`src/rtl/ltc_spi_master.sv`:
```
// Mode-0 SPI master for the LTC connector: start/busy/done command side,
// SCLK/MOSI/CS_n generation and synchronized MISO capture, all outputs registered.
module ltc_spi_master #(
    parameter int DATA_W   = 8,
    parameter int HALF_DIV = 25,
    parameter int GAP_DIV  = 25
) (
    input  logic              clk,
    input  logic              reset_n,
    input  logic              start,
    input  logic [DATA_W-1:0] tx_data,
    output logic [DATA_W-1:0] rx_data,
    output logic              busy,
    output logic              done,
    output logic              spi_sclk,
    output logic              spi_mosi,
    output logic              spi_cs_n,
    input  logic              spi_miso
);

    localparam int CNT_MAX = (HALF_DIV > GAP_DIV) ? HALF_DIV : GAP_DIV;
    localparam int CNT_W   = $clog2(CNT_MAX + 1);
    localparam int BIT_W   = $clog2(DATA_W) + 1;

    localparam logic [CNT_W-1:0] HALF_LAST = CNT_W'(HALF_DIV - 1);
    localparam logic [CNT_W-1:0] GAP_LAST  = CNT_W'(GAP_DIV - 1);
    localparam logic [BIT_W-1:0] BIT_LAST  = BIT_W'(DATA_W);

    typedef enum logic [2:0] {
        IDLE,
        SETUP,
        SHIFT_HI,
        SHIFT_LO,
        HOLD,
        GAP
    } state_t;

    state_t            state_q, state_d;
    logic [CNT_W-1:0]  cnt_q, cnt_d;
    logic [BIT_W-1:0]  bit_q, bit_d, bit_inc;
    logic [DATA_W-1:0] tx_sr_q, tx_sr_d;
    logic [DATA_W-1:0] rx_sr_q, rx_sr_d;
    logic [DATA_W-1:0] rx_data_q, rx_data_d;
    logic              sclk_q, sclk_d;
    logic              mosi_q, mosi_d;
    logic              cs_n_q, cs_n_d;
    logic              busy_q, busy_d;
    logic              done_q, done_d;
    logic              miso_meta, miso_sync;

    always_ff @(posedge clk) begin
        if (!reset_n) begin
            state_q   <= IDLE;
            cnt_q     <= '0;
            bit_q     <= '0;
            tx_sr_q   <= '0;
            rx_sr_q   <= '0;
            rx_data_q <= '0;
            sclk_q    <= 1'b0;
            mosi_q    <= 1'b0;
            cs_n_q    <= 1'b1;
            busy_q    <= 1'b0;
            done_q    <= 1'b0;
            miso_meta <= 1'b0;
            miso_sync <= 1'b0;
        end else begin
            state_q   <= state_d;
            cnt_q     <= cnt_d;
            bit_q     <= bit_d;
            tx_sr_q   <= tx_sr_d;
            rx_sr_q   <= rx_sr_d;
            rx_data_q <= rx_data_d;
            sclk_q    <= sclk_d;
            mosi_q    <= mosi_d;
            cs_n_q    <= cs_n_d;
            busy_q    <= busy_d;
            done_q    <= done_d;
            miso_meta <= spi_miso;
            miso_sync <= miso_meta;
        end
    end

    // Every output is computed one cycle ahead here so it leaves a flop;
    // MISO is sampled together with each SCLK rise.
    always_comb begin
        state_d   = state_q;
        cnt_d     = cnt_q + 1'b1;
        bit_d     = bit_q;
        bit_inc   = bit_q + 1'b1;
        tx_sr_d   = tx_sr_q;
        rx_sr_d   = rx_sr_q;
        rx_data_d = rx_data_q;
        sclk_d    = sclk_q;
        mosi_d    = mosi_q;
        cs_n_d    = cs_n_q;
        busy_d    = busy_q;
        done_d    = 1'b0;

        case (state_q)
            IDLE: begin
                cnt_d = '0;
                if (start) begin
                    state_d = SETUP;
                    tx_sr_d = tx_data;
                    rx_sr_d = '0;
                    bit_d   = '0;
                    cs_n_d  = 1'b0;
                    busy_d  = 1'b1;
                    mosi_d  = tx_data[DATA_W-1];
                end
            end
            SETUP: begin
                if (cnt_q == HALF_LAST) begin
                    cnt_d   = '0;
                    state_d = SHIFT_HI;
                    sclk_d  = 1'b1;
                    rx_sr_d = (rx_sr_q << 1) | DATA_W'(miso_sync);
                end
            end
            SHIFT_HI: begin
                if (cnt_q == HALF_LAST) begin
                    cnt_d   = '0;
                    state_d = SHIFT_LO;
                    sclk_d  = 1'b0;
                    bit_d   = bit_inc;
                    if (bit_inc != BIT_LAST) begin
                        tx_sr_d = tx_sr_q << 1;
                        mosi_d  = tx_sr_d[DATA_W-1];
                    end
                end
            end
            SHIFT_LO: begin
                if (cnt_q == HALF_LAST) begin
                    cnt_d = '0;
                    if (bit_q == BIT_LAST) begin
                        state_d = HOLD;
                    end else begin
                        state_d = SHIFT_HI;
                        sclk_d  = 1'b1;
                        rx_sr_d = (rx_sr_q << 1) | DATA_W'(miso_sync);
                    end
                end
            end
            HOLD: begin
                if (cnt_q == HALF_LAST) begin
                    cnt_d     = '0;
                    state_d   = GAP;
                    cs_n_d    = 1'b1;
                    done_d    = 1'b1;
                    rx_data_d = rx_sr_q;
                end
            end
            GAP: begin
                if (cnt_q == GAP_LAST) begin
                    cnt_d   = '0;
                    state_d = IDLE;
                    busy_d  = 1'b0;
                end
            end
            default: begin
                state_d = IDLE;
                cnt_d   = '0;
            end
        endcase
    end

    assign rx_data  = rx_data_q;
    assign busy     = busy_q;
    assign done     = done_q;
    assign spi_sclk = sclk_q;
    assign spi_mosi = mosi_q;
    assign spi_cs_n = cs_n_q;

endmodule

```
`config.mk`:
```
export PLATFORM = sky130hd
export DESIGN_NAME = ltc_spi_master
export DESIGN_NICKNAME = d
export VERILOG_FILES = /design/src/rtl/ltc_spi_master.sv
export SDC_FILE = /design/constraint.sdc
export NUM_CORES = 1
export LEC_CHECK = 0
export ABC_AREA = 1
export CAP_MARGIN = 0
export CORE_MARGIN = 8
export CORE_UTILIZATION = 54
export DETAILED_ROUTE_END_ITERATION = 8
export PLACE_DENSITY_LB_ADDON = 0.1
export SLEW_MARGIN = 20
export SYNTH_ARGS = -nofsm -noshare
export SYNTH_HDL_FRONTEND = slang
export SYNTH_SLANG_ARGS = --single-unit
```
`constraint.sdc`:
```
create_clock -name clk -period 1.9 [get_ports clk]
set_clock_uncertainty 0.05 [all_clocks]
set_input_delay 0.19 -clock clk [delete_from_list [all_inputs] [get_ports clk]]
set_output_delay 0.19 -clock clk [all_outputs]
set_load 0.01 [all_outputs]
```
; ---- Word level (Yosys, flattened, before mapping)
; Index checks and enable logic that the tools add are counted.
[totals]
regBits = 42
in_bits = 12
out_inout_bits = 13
[op_classes]
add_sub_neg = 2
eq_ne = 16
mux = 34
bitwise = 3
n_reduce_logical = 17
[op_table]
columns = cell, n
row1 = $mux 8, 4
row2 = $pmux 8 s3, 1
row3 = $mux 3, 7
row4 = $mux 7, 3
row5 = $pmux 3 s6, 1
row6 = $ne 2x2->1 const B, 8
row7 = $pmux 7 s2, 1
row8 = $mux 1, 10
row9 = $reduce_and 5->1, 2
row10 = $reduce_and 3->1, 3
row11 = $mux 4, 2
row12 = $or 8x1->8, 1
row13 = $pmux 4 s2, 1
row14 = $eq 3x2->1 const B, 2
row15 = $eq 3x3->1 const B, 2
row16 = $pmux 1 s2, 3
row17 = $reduce_and 6->1, 1
row18 = $reduce_bool 2->1, 3
row19 = $reduce_bool 3->1, 2
row20 = $add 5x1->5 const B, 1
row21 = $eq 5x5->1 const B, 1
row22 = $reduce_or 5->1, 1
row23 = $add 4x1->4 const B, 1
row24 = $eq 4x4->1 const B, 1
row25 = other kinds (8), 10

; ---- Logic depth before layout (Yosys ltp)
[logic_depth]
depth_word = 5
depth_mapped = 12
ltp_nobuf = 11

; ---- Worst setup path after synthesis
; OpenSTA, ideal clock, no wires.
[synth_timing]
path_type = reg-to-reg
from = register cnt_q[0]
to = register tx_sr_q[4]
arrival_ns = 1.398
t_required_ns = 1.735
setup_slack_ns = 0.337
path_stages_with_launch = 11
n_path_buf = 1
path_cell_list = dfxtp_1 > inv_1 > ha_1 > nand2_1 > nor2_2 > nor2_1 > nor2_2 > buf_4 > nand3_1 > nand2_1 > nor2_1
[synth_via]
elab_chain_len = 3
[synth_rtl]
columns = element, line_no
row1 = "start, declared", 39  ; logic [CNT_W-1:0] cnt_q, cnt_d;
row2 = "start signal, assigned", 68  ; cnt_q <= cnt_d;
row3 = $eq 5x5->1, 121  ; if (cnt_q == HALF_LAST) begin
row4 = $ne 2x2->1 (no source line), --
row5 = $reduce_and 4->1 (no source line), --
row6 = "end signal, assigned", 70  ; tx_sr_q <= tx_sr_d;
row7 = "end, declared", 41  ; logic [DATA_W-1:0] tx_sr_q, tx_sr_d;
; Every way passes these cells.
; A chain may end at the register's enable or synchronous reset.

; ---- Worst setup path in the final report
[layout_timing]
from = register state_q[1]
to = register tx_sr_q[6]
[layout_via]
elab_chain_len = 3
[layout_rtl]
columns = element, line_no
row1 = "start, declared", 38  ; state_t state_q, state_d;
row2 = "start signal, assigned", 67  ; state_q <= state_d;
row3 = $eq 3x2->1 or $logic_not 3->1 (tied branches), 99  ; case (state_q)
row4 = $ne 2x2->1 (no source line) or $reduce_bool 2->1 (tied branches), --
row5 = $reduce_and 4->1 (no source line), --
; Parallel ways exist; a longest one is shown, timed or not.

==> run metrics <==
Worst VDD drop about 1.0 mV; share of layout cells above drive strength 1 ~7.6%; Tightest Pin Transition 0.351 ns; syn_nets a little under 300; final net count between 300 and 400; Final Wtd Congestion slightly above 0.8; clk root buf clkbuf_4; Data arrival, critical path 1.91 ns; Synth Register Bits 42; asr flop ratio synth 0%; part of the Yosys area used for sequential elements between 40% and 50%; Unique masters post-synth 27; HPWL after detailed placement about 2700 microns; Max-cap violations 0; clk sinks 42; ys flop type dfxtp_1; Psw roughly 1.2 mW; die area ~0.0058 sq mm; busiest grt layer met2; Via density 4.95; Post-Syn Instances ~280; GRT overflow 0; Fmax ~0.59 GHz; Internal about 1.8 mW; Fin. Hold Viols 0; worst slack, placed between 0.08 and 0.09 ns; pwr dens 1290 mW/mm^2; Setup crit start kind register; CP endpoint tx_sr_q[6]; clock network fraction of total power a little under a fifth; Synth area leader dfxtp_1; vias in the first global route between 1500 and 2000; Final Cycle Share 89.6%; Synth Cell Area between 0.0015 and 0.002 sq mm; critical path class reg2reg; Starting Density 54.8%; Post-CTS Hold Buffers 0; met1 usage between 10% and 20%; initial antenna violation count 0; DR WL/cell between 10 and 15 microns; first-pass GRT wire length slightly below 7000 microns; top-count cell post-synth nand2_1; outcome complete, no violations; # rows 22; Post-synth EDFFs 0; Synth top cells by count 75 x nand2_1, 42 x dfxtp_1, 41 x nor2_1; FILL cells about 330; setup TNS 0 ns; CP max FO 16; overall routing resource usage 14.0%; Iter 0 DRT Violations just over 100; CP required roughly 2.1 ns; pin count of the biggest net entering global routing 21; RSZ-0062 raised after global routing no; YS warnings 0; Die X about 76 microns; Mapped Avg Cell Area ~7.1 sq um; Inserted Diodes 0; met3 Use GR 5.31%; antenna viol nets, final 0; Max-slew headroom about 77%; die height around 76 microns; final wirelength about 3900 microns; Reg area roughly 840 sq um; count of pins over their slew limit 0; CP endpoint kind register; Num CTS Buffers 5; htree depth 2; Synth-to-Final Area Change 19.0%; worst r2r src state_q[1]; core area 0.00355 sq mm; drt drc 0; combinational share of power 37.6%; Final setup viols 0; Hold Path Class in2reg; setup slack, reg-to-reg 0.20 ns; drt pass-1 iters 4; RR Endpoint tx_sr_q[6]; Seq pwr share a little over two fifths; CTS tree yes; setup slack after layout about 0.20 ns; clock-pin slew on the worst setup and hold paths around 0.13 ns; met2 usage approximately a fifth; Leakage 1.05 nW; min Tclk post-route 1.70 ns; synth top area cells dfxtp_1 43%, nand2_1 14%, nor2_1 7.9%, nand3_1 6.7%, inv_1 5.0%; clk_lat worst skew ~0.36 ns; I/O pins 25; vias after detailed routing approximately 1700; sw frac about two fifths; reg2reg path depth 7; Multi-input gate area 940 sq um; Critical Path Source state_q[1]; Max Root-Sink Buffers 2; post-synth top area share 43.2%; PortBufs 24
[power by group through the flow]
stage          registers (mW)  logic [mW]  clock network (mW)
6_report                 1.30        1.13               0.571
5_1_grt                  1.33        1.31               0.628
4_1_cts                  1.29        1.12               0.594
3_5_place_dp             1.31        1.12                   0
3_3_place_gp             1.31        1.10                   0
2_1_floorplan            1.27       0.903                   0
[stage by stage]
step	instances	utilization [%]	cell area (sq um)	hold WS, ns	power, mW
2_1_floorplan	275	-	1940	0.238	2.18
3_3_place_gp	343	62.9	2230	0.345	2.41
3_5_place_dp	343	62.9	2230	0.355	2.43
4_1_cts	351	65.1	2310	0.264	3.01
5_1_grt	351	65.2	2310	0.283	3.27
6_report	351	65.2	2310	0.292	2.99
[cells by family (layout without fill, tap and decap cells)]
logic type	Yosys count	count (layout)	synth area share (%)
AO/OA/AOI/OAI	31	31	9.91
XOR/XNOR	2	2	0.901
adder cells (fa/ha/maj)	5	5	3.22
buffers and inverters	40	68	8.56
flip-flops	42	42	43.2
AND/OR/NAND/NOR	155	155	34.2
[critical path, cell delays in order (launching register included)]
cell	delay [ns]
dfxtp_1	0.55
nand3_4	0.19
inv_2	0.22
nand2_1	0.10
nand2_2	0.24
nand3_1	0.12
nand2_1	0.08
nor2_1	0.04
[state kept, by name, summed over array words and instances, names as in the netlist]
signal	flops
miso_sync	1
cnt_q	5
spi_mosi	1
busy	1
miso_meta	1
tx_sr_q	7
spi_sclk	1
rx_data	8
rx_sr_q	8
bit_q	4
done	1
spi_cs_n	1
state_q	3
[how the worst min path moves through the flow]
| stage | startpoint | end | slack, ns | depth (start not counted) |
|---|---|---|---|---|
| after floorplan | spi_miso | miso_meta | 0.24 | 2 |
| after global placement | miso_meta | miso_sync | 0.34 | 2 |
| after detailed placement | miso_meta | miso_sync | 0.36 | 2 |
| after CTS | spi_miso | miso_meta | 0.26 | 3 |
| after global routing | spi_miso | miso_meta | 0.28 | 3 |
| final | spi_miso | miso_meta | 0.29 | 3 |
[placed cells by master, fill, tap and decap left out, types with 3 or more instances in the layout]
cell type and instances:
a21oi_1 15, o21ai_0 4, clkbuf_4 5, buf_4 5, inv_1 26, inv_2 3, nor2_2 3, a22o_1 8
nand4_1 4, ha_1 5, nor2_1 41, nand3_1 26, nand2_1 74, dfxtp_1 42, clkdlybuf4s50_1 24
[layout make-up]
| cell class | instances | area share, % |
|---|---|---|
| Tap cell | 48 | 2.60 |
| Timing Repair Buffer | 29 | 12.0 |
| Inverter | 31 | 5.03 |
| Sequential cell | 42 | 36.3 |
| Clock inverter | 2 | 1.62 |
| Multi-Input combinational cell | 193 | 40.6 |
| Clock buffer | 6 | 1.78 |
[metal layers]
| metal | wire length (microns) | vias to the layer above |
|---|---|---|
| li1 | - | 931 |
| met1 | 1980 | 761 |
| met2 | 1650 | 39 |
| met3 | 208 | 6 |
| met4 | 58 | 0 |
| met5 | 0 | - |
[timing repair]
| item | 4_1_cts | 5_1_grt |
|---|---|---|
| resized for setup | 0 | 1 |
| setup buffers | 0 | 0 |
| endpoints found under the setup margin | 0 | 8 |
Note: power is estimated with default switching activity, not from simulation.
